## config.mk

```make
export PLATFORM = sky130hd
export DESIGN_NAME = uart_rx
export DESIGN_NICKNAME = d
export VERILOG_FILES = /design/src/rtl/uart_rx.sv
export SDC_FILE = /design/constraint.sdc
export NUM_CORES = 1
export LEC_CHECK = 0
export CAP_MARGIN = 5
export CORE_MARGIN = 10
export CORE_UTILIZATION = 50
export DETAILED_ROUTE_END_ITERATION = 12
export PLACE_DENSITY_LB_ADDON = 0.1
export SYNTH_ARGS = -nofsm -noshare
export SYNTH_HDL_FRONTEND = slang
export SYNTH_SLANG_ARGS = --single-unit
```

## constraint.sdc

```tcl
create_clock -name clk -period 2.05 [get_ports clk]
set_clock_uncertainty 0.05 [all_clocks]
set_input_delay 0.41 -clock clk [delete_from_list [all_inputs] [get_ports clk]]
set_output_delay 0.41 -clock clk [all_outputs]
set_load 0.02 [all_outputs]
```

## src/rtl/uart_rx.sv

```systemverilog
// uart_rx - 8N1 asynchronous serial receiver with mid-bit sampling.
//
// The line is passed through a 2-FF synchronizer and every decision uses the
// synchronized copy only. A down-counting baud counter is reloaded on each
// sample event. The first sample is taken half a bit period after the falling
// edge. After that, samples are taken one full bit period apart. The FSM goes
// back to idle at the middle of the stop bit, so a start edge that follows
// immediately is not missed.
//
// Optional feature: define UART_RX_PARITY_EN to add one even-parity bit
// between the data bits and the stop bit. With the feature enabled:
//   - a parity mismatch is reported on parity_err in the same cycle as rx_valid;
//   - the data byte is still delivered when parity_err is reported;
//   - a stop-bit error suppresses both rx_valid and parity_err.
// Without the macro, parity_err is tied to 0.
//
// Parameters:
//   CLK_FREQ   - system clock frequency in Hz
//   BAUDRATE   - line bit rate; DIV = CLK_FREQ/BAUDRATE must be >= 4
//   DATA_WIDTH - data bits per frame, LSB first (2..16)
//
// Ports:
//   clk        in   system clock, rising edge
//   rst_n      in   asynchronous active-low reset
//   rx_line    in   asynchronous serial input, idle high
//   rx_data    out  last good word, held until the next valid frame
//   rx_valid   out  one-cycle pulse when rx_data is updated
//   frame_err  out  one-cycle pulse when the stop bit is sampled low
//   parity_err out  one-cycle pulse with rx_valid on a parity mismatch
//   rx_busy    out  high while the FSM is not idle

module uart_rx #(
  parameter int unsigned CLK_FREQ   = 14745600,
  parameter int unsigned BAUDRATE   = 115200,
  parameter int unsigned DATA_WIDTH = 8
) (
  input  logic                  clk,
  input  logic                  rst_n,
  input  logic                  rx_line,
  output logic [DATA_WIDTH-1:0] rx_data,
  output logic                  rx_valid,
  output logic                  frame_err,
  output logic                  parity_err,
  output logic                  rx_busy
);

  localparam int unsigned DIV = CLK_FREQ / BAUDRATE;
  localparam int unsigned CW  = $clog2(DIV);

  localparam logic [CW-1:0] HALF_LOAD = CW'(DIV / 2 - 1);
  localparam logic [CW-1:0] FULL_LOAD = CW'(DIV - 1);
  localparam logic [3:0]    LAST_BIT  = 4'(DATA_WIDTH - 1);

  typedef enum logic [2:0] {
    StIdle,
    StStart,
    StData,
    StParity,
    StStop,
    StWaitHigh
  } state_e;

  state_e                r_state, w_state_next;
  logic                  r_sync1, r_sync2;
  logic                  w_rx_s;
  logic [CW-1:0]         r_cnt, w_cnt_next;
  logic [3:0]            r_bit_cnt, w_bit_cnt_next;
  logic [DATA_WIDTH-1:0] r_shift, w_shift_next;
  logic [DATA_WIDTH-1:0] r_data;
  logic                  r_valid, w_valid_next;
  logic                  r_ferr, w_ferr_next;
  logic                  w_tick;
  logic                  w_stop_sample;
`ifdef UART_RX_PARITY_EN
  logic                  r_par_bad, w_par_bad_next;
  logic                  r_perr, w_perr_next;
`endif

  assign w_rx_s = r_sync2;
  assign w_tick = (r_cnt == '0);

  // State and datapath registers
  always_ff @(posedge clk or negedge rst_n) begin
    if (!rst_n) begin
      r_sync1   <= 1'b1;
      r_sync2   <= 1'b1;
      r_state   <= StIdle;
      r_cnt     <= '0;
      r_bit_cnt <= '0;
      r_shift   <= '0;
      r_data    <= '0;
      r_valid   <= 1'b0;
      r_ferr    <= 1'b0;
`ifdef UART_RX_PARITY_EN
      r_par_bad <= 1'b0;
      r_perr    <= 1'b0;
`endif
    end else begin
      r_sync1   <= rx_line;
      r_sync2   <= r_sync1;
      r_state   <= w_state_next;
      r_cnt     <= w_cnt_next;
      r_bit_cnt <= w_bit_cnt_next;
      r_shift   <= w_shift_next;
      r_valid   <= w_valid_next;
      r_ferr    <= w_ferr_next;
      if (w_valid_next) begin
        r_data <= r_shift;
      end
`ifdef UART_RX_PARITY_EN
      r_par_bad <= w_par_bad_next;
      r_perr    <= w_perr_next;
`endif
    end
  end

  // Next-state and counter logic
  always_comb begin
    w_state_next   = r_state;
    w_cnt_next     = r_cnt;
    w_bit_cnt_next = r_bit_cnt;
    w_shift_next   = r_shift;
`ifdef UART_RX_PARITY_EN
    w_par_bad_next = r_par_bad;
`endif
    unique case (r_state)
      StIdle: begin
        if (!w_rx_s) begin
          w_state_next = StStart;
          w_cnt_next   = HALF_LOAD;
        end
      end
      StStart: begin
        if (w_tick) begin
          if (!w_rx_s) begin
            w_state_next   = StData;
            w_cnt_next     = FULL_LOAD;
            w_bit_cnt_next = '0;
`ifdef UART_RX_PARITY_EN
            w_par_bad_next = 1'b0;
`endif
          end else begin
            // Line is back high at mid-start: treat the edge as a glitch.
            w_state_next = StIdle;
          end
        end else begin
          w_cnt_next = r_cnt - 1'b1;
        end
      end
      StData: begin
        if (w_tick) begin
          w_shift_next   = {w_rx_s, r_shift[DATA_WIDTH-1:1]};
          w_bit_cnt_next = r_bit_cnt + 4'd1;
          w_cnt_next     = FULL_LOAD;
          if (r_bit_cnt == LAST_BIT) begin
`ifdef UART_RX_PARITY_EN
            w_state_next = StParity;
`else
            w_state_next = StStop;
`endif
          end
        end else begin
          w_cnt_next = r_cnt - 1'b1;
        end
      end
      StParity: begin
`ifdef UART_RX_PARITY_EN
        if (w_tick) begin
          // Even parity: data ones plus the parity bit must be even.
          w_par_bad_next = (^r_shift) ^ w_rx_s;
          w_cnt_next     = FULL_LOAD;
          w_state_next   = StStop;
        end else begin
          w_cnt_next = r_cnt - 1'b1;
        end
`else
        w_state_next = StIdle;
`endif
      end
      StStop: begin
        if (w_tick) begin
          // Leave at mid-stop so that a back-to-back start edge is seen.
          w_state_next = w_rx_s ? StIdle : StWaitHigh;
        end else begin
          w_cnt_next = r_cnt - 1'b1;
        end
      end
      StWaitHigh: begin
        // A held-low line (break) must not be decoded as new frames.
        if (w_rx_s) begin
          w_state_next = StIdle;
        end
      end
      default: begin
        w_state_next = StIdle;
      end
    endcase
  end

  // Output decode
  always_comb begin
    w_stop_sample = (r_state == StStop) && w_tick;
    w_valid_next  = w_stop_sample && w_rx_s;
    w_ferr_next   = w_stop_sample && !w_rx_s;
`ifdef UART_RX_PARITY_EN
    w_perr_next   = w_valid_next && r_par_bad;
`endif
    rx_busy       = (r_state != StIdle);
  end

  assign rx_data   = r_data;
  assign rx_valid  = r_valid;
  assign frame_err = r_ferr;
`ifdef UART_RX_PARITY_EN
  assign parity_err = r_perr;
`else
  assign parity_err = 1'b0;
`endif

endmodule

```

==> results.toml, run 1 <==
[place]
globalplace.congestion = 0.8401
dp_hpwl_um = 2224
io_buffers = 13
dp_slack_ns = 0.1401
dpl-instance-area_um2 = 1941

[logic_synthesis]
yosysTopAreaCellShare = 0.4585
synth_top_area_cell = "dfrtp_1"
async_flop_share = 1.000
synth_top_flop_cell = "dfrtp_1"
seq_area_frac_synth = 0.4885
ys_ff_latch = 34
syn_nets = 147
synth_area_leaders = "dfrtp_1, mux2_2, nor3_1"
synth_cell_types = 45
synthCells = 141
syn_area_per_cell_um2 = 12.39
ys_warn_count = 0
synth_edf_count = 0
synthesis.area_um2 = 1747

[timing]
finalSetupViolCount = 0
max_freq_mhz = 512.6
slew_headroom = 0.6666
period_share = 0.9517
hold_violations = 0
rsz0062_at_grt = "false"
slew_violations = 0
worstMarginPinSlew_ns = 0.5001
hold_ws_ns = 0.3178
setup_tns_ns = 0
min_period_ns = 1.951
setup_ws_ns = 0.09902

[pwr]
p_int_uw = 850.6
p_switching_uw = 269.3
peakVddDrop_v = 0.0004319
seqPwrFrac = 0.605
p_clk_frac = 0.376
p_sw_frac = 0.2405
power.leakage_nw = 0.8610
power_density_nw_per_um2 = 547.1
combPwrFrac = 0.019

[global_route]
grtUsageTotal = 0.1117
overflow = 0
grt_pass1_wl_um = 5595
grt_max_degree = 35
antenna_found_initial = 0
first_global_vias = 1183

[clock_network]
cts_num_sinks = 34
clk_path_buf_depth = 2
cts_tree = "done"
htreeDepth = 2
cts_buffers = 5
clk_pin_slew_ns = 0.11
clk_latency_ns = 0.35
cts-root-buf = "clkbuf_4"
hold_buffers = 0

[floorplanning]
rows = 21
die_y_um = 79.11
initial_utilization = 0.5193
dieArea_um2 = 6258
pin_count = 15
core_um2 = 3363
die_x_um = 79.11

[min_path]
min_path_type = "flop to flop"
whs_path_depth = 0

[drt]
routedWlPerCell_um = 14.90
via_per_inst = 5.594
drt_iter0_drc = 83
routed_wl_um = 3158
first_pass_iters = 4
route.detailed.drc = 0
ant_nets = 0
vias = 1186

[layout]
design_area_um2 = 2047
area_growth_pct = 17.19
layout_commonest_cell = "dfrtp_1"
drive_gt1_frac = 0.3253
final_cell_mix = "dfrtp_1, mux2_2, clkdlybuf4s50_1"
diodes = 0
nets = 171

[worst_setup_path]
r2r_cells = 4
end_kind = "output port"
critPathRequiredTime_ns = 1.59
critPathMaxFanout = 12
critPathArrivalTime_ns = 1.49
cpPeakStageDelay_ns = 0.50
slowest_stage = "dfrtp_2"
startpoint_type = "flop"
crit_chain = "or3_1 > dlygate4sd2_1"
crit_type = "flop to output port"

[run_status]
status = "finished, final reports clean"

[run]
cap_violations = 0
==> power by group through the flow <==
stage	Clock, mW	Combinational, mW	Sequential (mW)
2_1_floorplan	0	0.00924	0.688
3_3_place_gp	0	0.0219	0.690
3_5_place_dp	0	0.0221	0.691
4_1_cts	0.438	0.0221	0.678
5_1_grt	0.471	0.0243	0.679
6_report	0.421	0.0209	0.678
==> per-layer routing <==
metal	global-route usage	up-vias	wire length, um
met5	0	-	0
met3	0.05293	7	182
met4	0.04839	0	65
met1	0.1325	578	1419
met2	0.1688	21	1491
li1	-	580	-
==> flip-flops by register name, summed over array words and instances, names as in the netlist <==
register / flops
rx_valid: 1
r_bit_cnt: 4
r_cnt: 7
r_sync2: 1
r_sync1: 1
frame_err: 1
r_state: 3
rx_data: 8
r_shift: 8
==> stage by stage <==
stage	instances	util	total power, mW
after CTS	209	0.5975	1.138
final	212	0.6086	1.120
after detailed placement	201	0.5770	0.7126
after floorplan	141	-	0.6968
after global placement	201	0.5770	0.7124
after global routing	212	0.6086	1.174
==> cell usage after synthesis (all sizes together), types with 3 or more instances <==
cell type and n:
ha 3, buf 5, o21ai 3, nand2 4, nor3b 5, mux2 17
clkbuf 3, a21oi 4, nand3 3, nor3 11, a22o 3, a311oi 4
xnor2 3, inv 7, dfrtp 32, a211oi 6
==> what timing repair did <==
| item | 4_1_cts | 5_1_grt |
|---|---|---|
| setup endpoints to repair | 1 | 2 |
| pin swaps | 0 | 0 |
| gates resized for setup | 3 | 1 |
| buffers inserted | 0 | 3 |
==> area by class of cell <==
| class | count | area, um^2 |
|---|---|---|
| Fill cell | 291 | 1316 |
| Sequential cell | 34 | 855.8 |
| Multi-Input combinational cell | 92 | 795.8 |
| Timing Repair Buffer | 25 | 244.0 |
| Tap cell | 46 | 57.56 |
| Clock buffer | 6 | 51.30 |
| Inverter | 7 | 26.28 |
| Clock inverter | 2 | 16.27 |
==> critical path, delay by kind of cell (launching register included) <==
kind	cells	cell delay, ns
DFF	1	0.50
and+or+nand+nor	1	0.32
buffers and inverters	1	0.32
==> cells by family (layout without fill, tap and decap cells) <==
logic type                 after synthesis  count (layout)  share of synthesized area
buffers and inverters                   15              40                    0.05731
other                                    1               1                   0.002147
adders and majority gates                3               3                    0.02149
muxes                                   18              18                     0.1153
xor gates and xnor gates                 3               3                    0.01505
AOI/OAI and AO/OA                       29              29                     0.1497
DFF                                     34              34                     0.4885
and+or+nand+nor                         38              38                     0.1504
==> worst paths after layout <==
check	startpoint	end	slack (ns)
hold reg to reg	r_sync1$_DFF_PN1_	r_sync2$_DFF_PN1_	0.32
max in group asynchronous	rst_n	r_sync1$_DFF_PN1_	1.23
min in group asynchronous	rst_n	frame_err$_DFF_PN0_	0.40
setup / recovery	r_state[2]$_DFFE_PN0P_	rx_busy	0.1
hold / removal	r_sync1$_DFF_PN1_	r_sync2$_DFF_PN1_	0.32
setup reg to reg	r_cnt[3]$_DFFE_PN0P_	rx_data[5]$_DFFE_PN0P_	0.14
(Power assumes the default switching activity.)
==> run 2: changes to the inputs <==
--- a/config.mk
+++ b/config.mk
@@ -12,2 +12,3 @@
 export PLACE_DENSITY_LB_ADDON = 0.1
+export SKIP_LAST_GASP = 1
 export SYNTH_ARGS = -nofsm -noshare
==> constraint.sdc (replaced) <==
create_clock -name clk -period 2.05 [get_ports clk]
set_clock_uncertainty 0.05 [all_clocks]
set_input_delay 0.5125 -clock clk [delete_from_list [all_inputs] [get_ports clk]]
set_output_delay 0.5125 -clock clk [all_outputs]
set_load 0.02 [all_outputs]
==> run 2 against run 1 <==
Net effect:
- routed wire length decreased by 0.95%
- fmax decreased by 0.45%
- sequential power about the same
- critical path depth unchanged
==> results.toml, run 2 (synthesis results as in run 1) <==
[run_status]
status = "finished, final reports clean"

[min_path]
whs_path_depth = 0
hold_start = "r_sync1$_DFF_PN1_"
hold-path-endpoint = "r_sync2$_DFF_PN1_"
min_path_type = "flop to flop"

[floorplanning]
core_um2 = 3363
die_y_um = 79.11
initial_utilization = 0.5193
pin_count = 15
dieArea_um2 = 6258
rows = 21
die_x_um = 79.11

[worst_setup_path]
critPathArrivalTime_ns = 1.40
r2r_cells = 7
critical_path.top_delay_family = "flip-flops"
critPathBufInv = 1
critPathRequiredTime_ns = 1.49
slowest_stage = "dfrtp_1"
cpPeakStageDelay_ns = 0.39
end_kind = "output port"
timing.rr.start = "r_cnt[0]$_DFFE_PN0P_"
worstReg2RegEnd = "r_cnt[4]$_DFFE_PN0P_"
critPathMaxFanout = 2
r2r_setup_slack_ns = 0.11
crit_type = "flop to output port"
startpoint_type = "flop"
crit_chain = "or3_1 > dlygate4sd2_1"

[pwr]
peakVddDrop_v = 0.0003798
power.leakage_nw = 0.8502
power_density_nw_per_um2 = 543.6
design_power_total_mw = 1.087

[global_route]
first_global_vias = 1246
overflow = 0
grtUsageTotal = 0.1109
antenna_found_initial = 0
grt_pass1_wl_um = 5706
grt_max_degree = 35

[timing]
period_share = 0.9560
hold_ws_ns = 0.3122
setup_tns_ns = 0
max_freq_mhz = 510.2
hold_violations = 0
finalSetupViolCount = 0
slew_violations = 0
rsz0062_at_grt = "false"
min_period_ns = 1.960

[place]
globalplace.congestion = 0.8754
dpl.cell_count = 201
io_buffers = 13
dp_hpwl_um = 2241

[layout]
layout_commonest_cell = "dfrtp_1"
drive_gt1_frac = 0.2883
diodes = 0
fin_cells = 209
final_cell_mix = "dfrtp_1, mux2_2, clkdlybuf4s50_1"
area_growth_pct = 14.47
nets = 168

[clock_network]
clk_pin_slew_ns = 0.10
cts-root-buf = "clkbuf_4"
clk_latency_ns = 0.33
cts_buffers = 5
postCtsSetupRepairBufs = 0
htreeDepth = 2
cts_tree = "done"
clk_path_buf_depth = 2
hold_buffers = 0
cts_resized = 1
cts_num_sinks = 34

[run]
cap_violations = 0

[drt]
routedWlPerCell_um = 14.97
via_per_inst = 5.550
first_pass_iters = 4
ant_nets = 0
routed_wl_um = 3128
route.detailed.drc = 0
drt_iter0_drc = 82
vias = 1160
-- run 2: layer usage --
layer / up-vias / share of wire / track usage
met5: - / 0 / 0
met4: 0 / 0.013 / 0.04301
met3: 5 / 0.062 / 0.04054
met2: 28 / 0.49 / 0.1794
met1: 565 / 0.44 / 0.1308
li1: 562 / - / -
-- run 2: where the power goes --
part | total (mW) | internal, mW | switching, mW
registers | 0.677 | 0.674 | 0.00333
logic | 0.0207 | 0.00548 | 0.0152
clock network | 0.389 | 0.166 | 0.223
-- run 2: worst max path at each step --
| stage | slack (ns) | from | to | cells after the start |
|---|---|---|---|---|
| final | 0.09 | r_state[1]$_DFFE_PN0P_ | rx_busy | 2 |
| after global routing | 0.001 | r_cnt[0]$_DFFE_PN0P_ | r_cnt[4]$_DFFE_PN0P_ | 7 |
| after CTS | 0.06 | r_state[1]$_DFFE_PN0P_ | rx_busy | 2 |
| after detailed placement | 0.12 | r_cnt[0]$_DFFE_PN0P_ | r_cnt[4]$_DFFE_PN0P_ | 7 |
| after global placement | 0.18 | r_cnt[3]$_DFFE_PN0P_ | rx_data[2]$_DFFE_PN0P_ | 4 |
| after floorplan | 0.16 | r_cnt[2]$_DFFE_PN0P_ | r_shift[5]$_DFFE_PN0P_ | 5 |
-- run 2: cell type report --
type	instances	area, um^2
flip-flops and latches	34	853.3
clock buffers	7	55.05
well taps	46	57.56
multi-input cells	92	793.3
clock inverters	1	5.005
repair buffers	22	209.0
inverters	7	26.28
fillers	310	1364
-- run 2: stage by stage --
stage | utilization | setup slack [ns] | cell area [um^2]
after floorplan | - | 0.1570 | 1747
after global placement | 0.5770 | 0.1772 | 1941
after detailed placement | 0.5770 | 0.1208 | 1941
after CTS | 0.5945 | 0.05981 | 1999
after global routing | 0.5945 | 0.0009610 | 1999
final | 0.5945 | 0.09016 | 1999
-- run 2: worst register-to-register path, stage by stage (launching register included) --
cell       delay [ns]
dfrtp_1          0.41
inv_1            0.08
ha_1             0.25
and2b_2          0.24
a311oi_2         0.26
buf_4            0.20
a2bb2oi_4        0.22
a311oi_1         0.12
